==> src/rtl/serial_frame_ctrl.sv <==
// Serial byte-to-frame assembler: packs 8 bytes (first byte in the LSBs) into a
// 64-bit frame with ack handshake, flush and idle timeout. Optional statistics under SERIAL_FRAME_STATS_EN.
module serial_frame_ctrl #(
    parameter int TIMEOUT = 16
) (
    input  logic        clk,
    input  logic        reset,
    input  logic [7:0]  din,
    input  logic        din_valid,
    output logic        din_ready,
    input  logic        flush,
    output logic [63:0] frame_out,
    output logic        frame_valid,
    input  logic        frame_ack,
    output logic [3:0]  byte_cnt,
`ifdef SERIAL_FRAME_STATS_EN
    output logic [15:0] frame_cnt,
    output logic [15:0] abort_cnt,
`endif
    output logic        abort
);

    typedef enum logic [1:0] {S_IDLE, S_FILL, S_FULL} state_t;

    localparam int            IW      = (TIMEOUT > 1) ? $clog2(TIMEOUT) : 1;
    localparam logic [IW-1:0] LP_LAST = IW'((TIMEOUT > 0) ? TIMEOUT - 1 : 0);

    state_t         r_state;
    state_t         w_state_next;
    logic [3:0]     r_byte_cnt;
    logic [63:0]    r_asm;
    logic [63:0]    r_frame_out;
    logic           r_frame_valid;
    logic           r_abort;
    logic [IW-1:0]  r_idle_cnt;

    logic           w_accept;
    logic           w_complete;
    logic           w_ack;
    logic           w_expire;
    logic [63:0]    w_asm_ins;

    // NOTE: every always_comb output gets a default first so no path leaves it unassigned (no latch).
    always_comb begin
        w_accept     = din_valid && (r_state != S_FULL) && !flush;
        w_complete   = w_accept && (r_byte_cnt == 4'd7);
        w_ack        = (r_state == S_FULL) && frame_ack && !flush;
        // An accept on the expiry edge wins over the timeout.
        w_expire     = (TIMEOUT > 0) && (r_state == S_FILL) && (r_idle_cnt == LP_LAST)
                       && !w_accept && !flush;
        w_asm_ins    = r_asm;
        w_asm_ins[{r_byte_cnt[2:0], 3'b000} +: 8] = din;
        w_state_next = r_state;

        if (flush) begin
            w_state_next = S_IDLE;
        end else begin
            case (r_state)
                S_IDLE:  if (w_accept) w_state_next = S_FILL;
                S_FILL: begin
                    if (w_complete)    w_state_next = S_FULL;
                    else if (w_expire) w_state_next = S_IDLE;
                end
                S_FULL:  if (w_ack) w_state_next = S_IDLE;
                default: w_state_next = S_IDLE;
            endcase
        end
    end

    // NOTE: sequential state uses non-blocking assignments so every register samples pre-edge values.
    always_ff @(posedge clk or posedge reset) begin
        if (reset) begin
            r_state       <= S_IDLE;
            r_byte_cnt    <= 4'd0;
            r_asm         <= 64'd0;
            r_frame_out   <= 64'd0;
            r_frame_valid <= 1'b0;
            r_abort       <= 1'b0;
            r_idle_cnt    <= '0;
        end else begin
            r_state       <= w_state_next;
            r_abort       <= w_expire;
            r_frame_valid <= (w_state_next == S_FULL);

            if (w_state_next == S_IDLE)
                r_byte_cnt <= 4'd0;
            else if (w_accept)
                r_byte_cnt <= r_byte_cnt + 4'd1;

            if (w_complete || (w_state_next == S_IDLE))
                r_asm <= 64'd0;
            else if (w_accept)
                r_asm <= w_asm_ins;

            if (w_complete)
                r_frame_out <= w_asm_ins;

            // Counter only advances while a partial frame sits idle.
            if (w_accept || (w_state_next != S_FILL))
                r_idle_cnt <= '0;
            else
                r_idle_cnt <= r_idle_cnt + 1'b1;
        end
    end

`ifdef SERIAL_FRAME_STATS_EN
    logic [15:0] r_frame_cnt;
    logic [15:0] r_abort_cnt;

    always_ff @(posedge clk or posedge reset) begin
        if (reset) begin
            r_frame_cnt <= 16'd0;
            r_abort_cnt <= 16'd0;
        end else begin
            if (w_ack)
                r_frame_cnt <= r_frame_cnt + 16'd1;
            if (w_expire && (r_abort_cnt != 16'hFFFF))
                r_abort_cnt <= r_abort_cnt + 16'd1;
        end
    end

    assign frame_cnt = r_frame_cnt;
    assign abort_cnt = r_abort_cnt;
`endif

    assign din_ready   = (r_state != S_FULL);
    assign frame_out   = r_frame_out;
    assign frame_valid = r_frame_valid;
    assign byte_cnt    = r_byte_cnt;
    assign abort       = r_abort;

endmodule

==> config.mk <==
export PLATFORM = sky130hd
export DESIGN_NAME = serial_frame_ctrl
export DESIGN_NICKNAME = d
export VERILOG_FILES = /design/src/rtl/serial_frame_ctrl.sv
export SDC_FILE = /design/constraint.sdc
export NUM_CORES = 1
export LEC_CHECK = 0
export ABC_AREA = 1
export BUFFER_PORTS_ARGS = -buffer_cell sky130_fd_sc_hd__clkbuf_2
export CORE_MARGIN = 8
export CORE_UTILIZATION = 52
export CTS_BUF_LIST = sky130_fd_sc_hd__clkbuf_16
export DETAILED_ROUTE_END_ITERATION = 8
export GPL_ROUTABILITY_DRIVEN = 0
export PLACE_DENSITY_LB_ADDON = 0.15
export SYNTH_ARGS = -nofsm -noshare
export SYNTH_HDL_FRONTEND = slang
export SYNTH_SLANG_ARGS = --single-unit
export TNS_END_PERCENT = 10
==> constraint.sdc <==
create_clock -name clk -period 4.04 [get_ports clk]
set_input_delay 0.404 -clock clk [delete_from_list [all_inputs] [get_ports clk]]
set_output_delay 0.404 -clock clk [all_outputs]
set_load 0.02 [all_outputs]
**Yosys cells after proc, flatten, opt, wreduce, memory -nomap -nowiden**

Cells that the tools add are included.

- Add/sub/neg operators: 3
- Eq/ne operators: 7
- Shifts and indexed selects: 2
- Mux-type cells: 12
- Reductions and logical operators: 16

Operators with widths:

| operator | number |
|---|---|
| 64-bit two-way mux | 2 |
| 64-bit bitwise mux | 1 |
| 8-bit by 8-bit variable shift with 64-bit output (first input constant) | 1 |
| 8-bit by 8-bit variable part select with 64-bit output | 1 |
| 4-bit two-way mux | 3 |
| 2-bit two-way mux | 5 |
| 4-bit by 1-bit adder with 4-bit output (second input constant) | 2 |
| 1-bit logical AND | 8 |
| 6-bit negation with 8-bit output | 1 |
| 2-bit one-hot mux with 3 select lines | 1 |
| 2-bit equality test (second input constant) | 2 |
| 4-bit by 3-bit equality test with 1-bit output (second input constant) | 1 |
| 4-bit equality test (second input constant) | 1 |
| 2-bit logical NOT | 2 |
| 2-bit nonzero test | 2 |
| 2-bit by 1-bit equality test with 1-bit output (second input constant) | 1 |
| 1-bit logical NOT | 2 |
| 1-bit logical OR | 2 |
| 2-bit by 1-bit inequality test with 1-bit output (second input constant) | 1 |
| 2-bit inequality test (second input constant) | 1 |

- Register bits after elaboration: 140
- Output and inout bits: 71
- Word-level logic and storage cells: 47

**Logic depth before layout (Yosys ltp)**

- Word-level depth: 13
- Gate-level depth with buffers: 12
- Depth with buffers taken out: 10

**Least setup slack after synthesis**

No wires, ideal clock.

- Path type: reg-to-reg
- From: reg r_byte_cnt[0] (netlist: byte_cnt[0])
- To: reg r_asm[0]
- Library setup time: 0.118 ns
- Arrival: 2.157 ns
- Required time: 3.922 ns
- Setup slack: 1.765 ns
- Cell stages (with the launch flop): 13
- Buffers on the path: 2
- Period minus slack after synthesis: 2.275 ns
- Path through: dfrtp_1 > inv_4 > ha_1 > ha_1 > inv_2 > nand4_1 > or2_1 > buf_2 > buf_2 > nand2_1 > o21ai_1 > nand3_1 > nand2_1

- Longest elaborated chain between the ends: 8
- Elaborated cells on any way between the ends: 14
- Classes of those cells: add/sub (1); eq/ne (1); shift (2); mux (6); reduce/logical (4)

RTL lines:

| what | RTL line | source |
|---|---|---|
| start, declared | 30 | `logic [3:0] r_byte_cnt;` |
| start signal, assigned | 88 | `r_byte_cnt <= r_byte_cnt + 4'd1;` |
| branches (longest 8 deep; another with 6-bit negation with 8-bit output) | n/a |  |
| end signal, assigned | 93 | `r_asm <= w_asm_ins;` |
| end, declared | 31 | `logic [63:0] r_asm;` |

Parallel ways; which one is timed is not known. The select of a mux whose other input is x is not followed.
A chain may end at the register's enable or synchronous reset.

**Final worst setup path**

- From: reg r_byte_cnt[0] (netlist: byte_cnt[0])
- To: reg r_byte_cnt[1] (netlist: byte_cnt[1])

- Longest elaborated chain between the ends: 7
- Elaborated cells on any way between the ends: 10
- Classes of those cells: add/sub (1); eq/ne (1); mux (5); reduce/logical (3)

RTL lines:

| what | RTL line | source |
|---|---|---|
| 4-bit by 3-bit equality test with 1-bit output | 46 | `w_complete = w_accept && (r_byte_cnt == 4'd7);` |
| 1-bit logical AND | 46 |  |
| 2-bit two-way mux | 61 | `if (w_complete) w_state_next = S_FULL;` |
| 2-bit one-hot mux with 3 select lines | 58 | `case (r_state)` |
| 2-bit two-way mux | 55 | `if (flush) begin` |
| 2-bit logical NOT | 85 | `if (w_state_next == S_IDLE)` |
| 4-bit two-way mux / 2-bit nonzero test (equally long branches) | n/a |  |

Several ways; a longest one is shown, not always the timed one. The select of a mux whose other input is x is not followed.

==> flow_results.xml <==
<?xml version="1.0" encoding="UTF-8"?>
<metrics>
  <group name="clock_network">
    <metric name="htree_num_levels" unit="">4</metric>
    <metric name="post-cts-setup-buffers" unit="">0</metric>
    <metric name="clk_path_buf_depth" unit="">2</metric>
    <metric name="worst_skew_pair_latency" unit="ps">420</metric>
    <metric name="cts_made_buffers" unit="">17</metric>
    <metric name="cts.reportedPaths.clkPinSlew" unit="ps">50</metric>
    <metric name="tritoncts_num_sinks" unit="">140</metric>
    <metric name="number_of_gates_given_a_new_drive_strength_after_cts" unit="">0</metric>
    <metric name="cts_root_buf" unit="">sky130_fd_sc_hd__clkbuf_16</metric>
    <metric name="cts_hold_buffers" unit="">0</metric>
    <metric name="cts_tree" unit="">built</metric>
  </group>
  <group name="critical_path">
    <metric name="crit_top_cell" unit="">sky130_fd_sc_hd__nand2_2</metric>
    <metric name="rr_endpoint" unit="">byte_cnt[1]</metric>
    <metric name="cp.arrival" unit="ps">3400</metric>
    <metric name="critPathMaxStageDelay" unit="ps">500</metric>
    <metric name="worst-path-max-fanout" unit="">73</metric>
    <metric name="cp_cell_sequence" unit="">ha_1 -&gt; nand2_1 -&gt; nor2_2 -&gt; nand2_2 -&gt; o21ai_2 -&gt; nand2_2 -&gt; nand2_4 -&gt; buf_12 -&gt; inv_1 -&gt; a21oi_1</metric>
    <metric name="critical_path_buf_inv_count" unit="">2</metric>
    <metric name="worst_ep_required_time" unit="ps">4380</metric>
    <metric name="ff2ff_setup_slack" unit="ps">980</metric>
    <metric name="slowest_stage" unit="">sky130_fd_sc_hd__dfrtp_1</metric>
    <metric name="r2r_cells" unit="">10</metric>
    <metric name="worstSetupStartpointType" unit="">flip-flop</metric>
    <metric name="timing.critical_path.to_type" unit="">flip-flop</metric>
    <metric name="worstSetupPathType" unit="">flip-flop to flip-flop</metric>
    <metric name="regToRegStartpoint" unit="">byte_cnt[0]</metric>
    <metric name="crit_family" unit="">simple AND/OR/NAND/NOR gates</metric>
  </group>
  <group name="place">
    <metric name="dp_hpwl" unit="mm">9.83</metric>
    <metric name="numPortBuffers" unit="">83</metric>
    <metric name="placed_cell_area" unit="um2">6880</metric>
  </group>
  <group name="logic_synthesis">
    <metric name="synthTopCellsByArea" unit="">sky130_fd_sc_hd__dfrtp_1 54%, sky130_fd_sc_hd__nand2_1 19%, sky130_fd_sc_hd__nand3_1 10%, sky130_fd_sc_hd__o21ai_0 3.0%, sky130_fd_sc_hd__o21ai_1 1.9%</metric>
    <metric name="async_reset_ff_share" unit="%">100</metric>
    <metric name="ys.flop_type" unit="">sky130_fd_sc_hd__dfrtp_1</metric>
    <metric name="number_of_synthesized_register_bits" unit="">140</metric>
    <metric name="synth.net_count" unit="">806</metric>
    <metric name="proportion_of_netlist_area_held_by_the_largest_area_contributor" unit="%">54.1</metric>
    <metric name="combined_area_of_all_synthesized_cells" unit="um2">6470</metric>
    <metric name="synth_sequential_area_ratio" unit="%">54.1</metric>
    <metric name="synth_warnings" unit="">0</metric>
    <metric name="synthesis.instances" unit="">789</metric>
    <metric name="post_synth.cell_area_avg" unit="um2">8.20</metric>
    <metric name="synth.lib_cells_used.distinct" unit="">31</metric>
    <metric name="yosysMostFrequentCell" unit="">sky130_fd_sc_hd__nand2_1</metric>
    <metric name="synth-edff-count" unit="">0</metric>
    <metric name="library_cell_occupying_the_most_area_in_the_post_synthesis_netlist" unit="">sky130_fd_sc_hd__dfrtp_1</metric>
    <metric name="synth_cell_count_leaders" unit="">334 x sky130_fd_sc_hd__nand2_1, 140 x sky130_fd_sc_hd__dfrtp_1, 131 x sky130_fd_sc_hd__nand3_1, 39 x sky130_fd_sc_hd__o21ai_0, 25 x sky130_fd_sc_hd__o21ai_1</metric>
  </group>
  <group name="timing">
    <metric name="setup-tns-final" unit="ps">0</metric>
    <metric name="max_freq" unit="MHz">326</metric>
    <metric name="fin_crit" unit="ps">3060</metric>
    <metric name="layout_worst_path_cycle_share" unit="%">75.8</metric>
    <metric name="timing.final.hold_violations" unit="">0</metric>
    <metric name="worst-slew-pin-transition" unit="ps">1250</metric>
    <metric name="timing.final.setup_violations" unit="">0</metric>
    <metric name="slew-limit-headroom" unit="%">16.6</metric>
    <metric name="rsz0062_at_grt" unit="">false</metric>
    <metric name="clock-skew-final" unit="ps">7.16</metric>
    <metric name="slew_viol_final" unit="">0</metric>
  </group>
  <group name="power_and_ir_drop">
    <metric name="pwr-share-seq" unit="%">45.7</metric>
    <metric name="report.power.total" unit="mW">3.09</metric>
    <metric name="power_switching" unit="uW">700</metric>
    <metric name="internal-power" unit="mW">2.39</metric>
    <metric name="combPwrFrac" unit="%">4.7</metric>
    <metric name="power.switching_fraction" unit="%">22.7</metric>
    <metric name="vdd_ir_drop_max" unit="mV">0.270</metric>
    <metric name="pwr_density_cell" unit="nW/um2">414</metric>
    <metric name="clkPwrFrac" unit="%">49.7</metric>
    <metric name="leakagePower" unit="nW">4.09</metric>
  </group>
  <group name="floorplanning">
    <metric name="num_io_pins" unit="">84</metric>
    <metric name="initial_util" unit="%">53.7</metric>
    <metric name="die_area" unit="um2">16300</metric>
    <metric name="core_area" unit="um2">12100</metric>
    <metric name="die_y" unit="um">128</metric>
    <metric name="rows" unit="">40</metric>
    <metric name="die_x" unit="um">128</metric>
  </group>
  <group name="routing">
    <metric name="routed_wirelength" unit="mm">15.8</metric>
    <metric name="detail_route.drc_violations" unit="">0</metric>
    <metric name="wire_length_per_cell_after_detailed_routing" unit="um">15.4</metric>
    <metric name="first_iter_violations" unit="">548</metric>
    <metric name="vias_per_cell" unit="">5.38</metric>
    <metric name="drt_pre_antenna_iters" unit="">9</metric>
    <metric name="dr_wl_met2" unit="mm">7.63</metric>
    <metric name="top_layer" unit="">met4</metric>
    <metric name="antenna_violating_nets_post_route" unit="">0</metric>
    <metric name="routed-via-count" unit="">5532</metric>
    <metric name="route.met3.wl" unit="um">908</metric>
    <metric name="wl_met1" unit="mm">6.88</metric>
  </group>
  <group name="grt">
    <metric name="global_route.usage.total" unit="%">20.3</metric>
    <metric name="largest_net_degree_at_the_start_of_global_routing" unit="">91</metric>
    <metric name="grt_pass1_wl" unit="mm">26.7</metric>
    <metric name="vias_in_the_first_global_route" unit="">5446</metric>
    <metric name="grt_overflow" unit="">0</metric>
    <metric name="grt_antenna_before_repair" unit="">0</metric>
  </group>
  <group name="layout">
    <metric name="fill_count" unit="">1036</metric>
    <metric name="layout-drive-gt1-share" unit="%">16.4</metric>
    <metric name="p_r_area_growth_vs_syn" unit="%">15.4</metric>
    <metric name="final_nets" unit="">864</metric>
    <metric name="fin_util" unit="%">61.9</metric>
    <metric name="insertedDiodeCount" unit="">0</metric>
    <metric name="stdcell_area" unit="um2">7460</metric>
  </group>
  <group name="run">
    <metric name="cap_violations" unit="">0</metric>
  </group>
  <group name="run_status">
    <metric name="run_status" unit="">completed</metric>
  </group>
  <group name="worst_hold_path">
    <metric name="worst_hold_path_type" unit="">input port to asynchronous set/reset pin</metric>
  </group>
</metrics>
## flip-flops by register name (all words and copies together), names as in the netlist
signal       count
frame_valid      1
r_idle_cnt       4
byte_cnt         4
r_asm           64
r_state          2
frame_out       64
abort            1
## layout make-up
class	count	area (um2)	share of cell area [%]
flip-flops and latches	140	3500	46.9
multi-input cells	572	2570	34.4
repair buffers	88	490	6.57
clock buffers	17	425	5.70
well taps	168	210	2.82
clock inverters	15	155	2.08
inverters	28	111	1.49
## kinds of logic after synthesis
group / count (synthesis) / synth area share, %
simple gates: 498 / 33.1
flops: 140 / 54.1
buf+inv: 77 / 6.25
compound gates: 66 / 5.16
xor+xnor: 4 / 0.541
fa+ha+maj: 4 / 0.773
## cells in the final DEF (no fill, tap or decap), drive strengths merged
cell / instances
a21oi: 1
buf: 5
bufinv: 3
clkbuf: 100
clkinv: 9
clkinvlp: 4
dfrtp: 140
ha: 4
inv: 27
nand2: 338
nand3: 136
nand3b: 1
nand4: 3
nor2: 16
nor3: 2
o21ai: 65
or2: 2
xor2: 4
## worst max-delay path by stage
stage           startpoint            end  slack, ps  cells after the start
5_1_grt        byte_cnt[0]  frame_out[35]        670                      8
3_5_place_dp   byte_cnt[0]  frame_out[22]        950                      8
3_3_place_gp   byte_cnt[0]  frame_out[22]       1100                      8
4_1_cts        byte_cnt[0]  frame_out[22]        940                      8
6_report       byte_cnt[0]    byte_cnt[1]        980                     10
2_1_floorplan  byte_cnt[0]       r_asm[0]       1770                     12
## power by group through the flow
stage          combinational [mW]  clock (mW)  sequential [mW]
2_1_floorplan               0.115           0             1.43
3_3_place_gp                0.141           0             1.43
3_5_place_dp                0.145           0             1.43
4_1_cts                     0.145        1.55             1.41
5_1_grt                     0.161        1.62             1.41
6_report                    0.144        1.53             1.41
## per-stage QoR
step | hold WS, ps | std cells | setup slack [ps]
2_1_floorplan | 431 | 789 | 1770
3_3_place_gp | 444 | 996 | 1100
3_5_place_dp | 457 | 996 | 949
4_1_cts | 79.4 | 1028 | 943
5_1_grt | 97.0 | 1028 | 668
6_report | 51.6 | 1028 | 976
## per-layer routing
metal / GRT usage [%] / vias to the layer above
li1: - / 2660
met1: 25.8 / 2645
met2: 32.2 / 188
met3: 4.99 / 39
met4: 8.89 / 0
met5: 0 / -
Power figures use the tool's default switching activity.
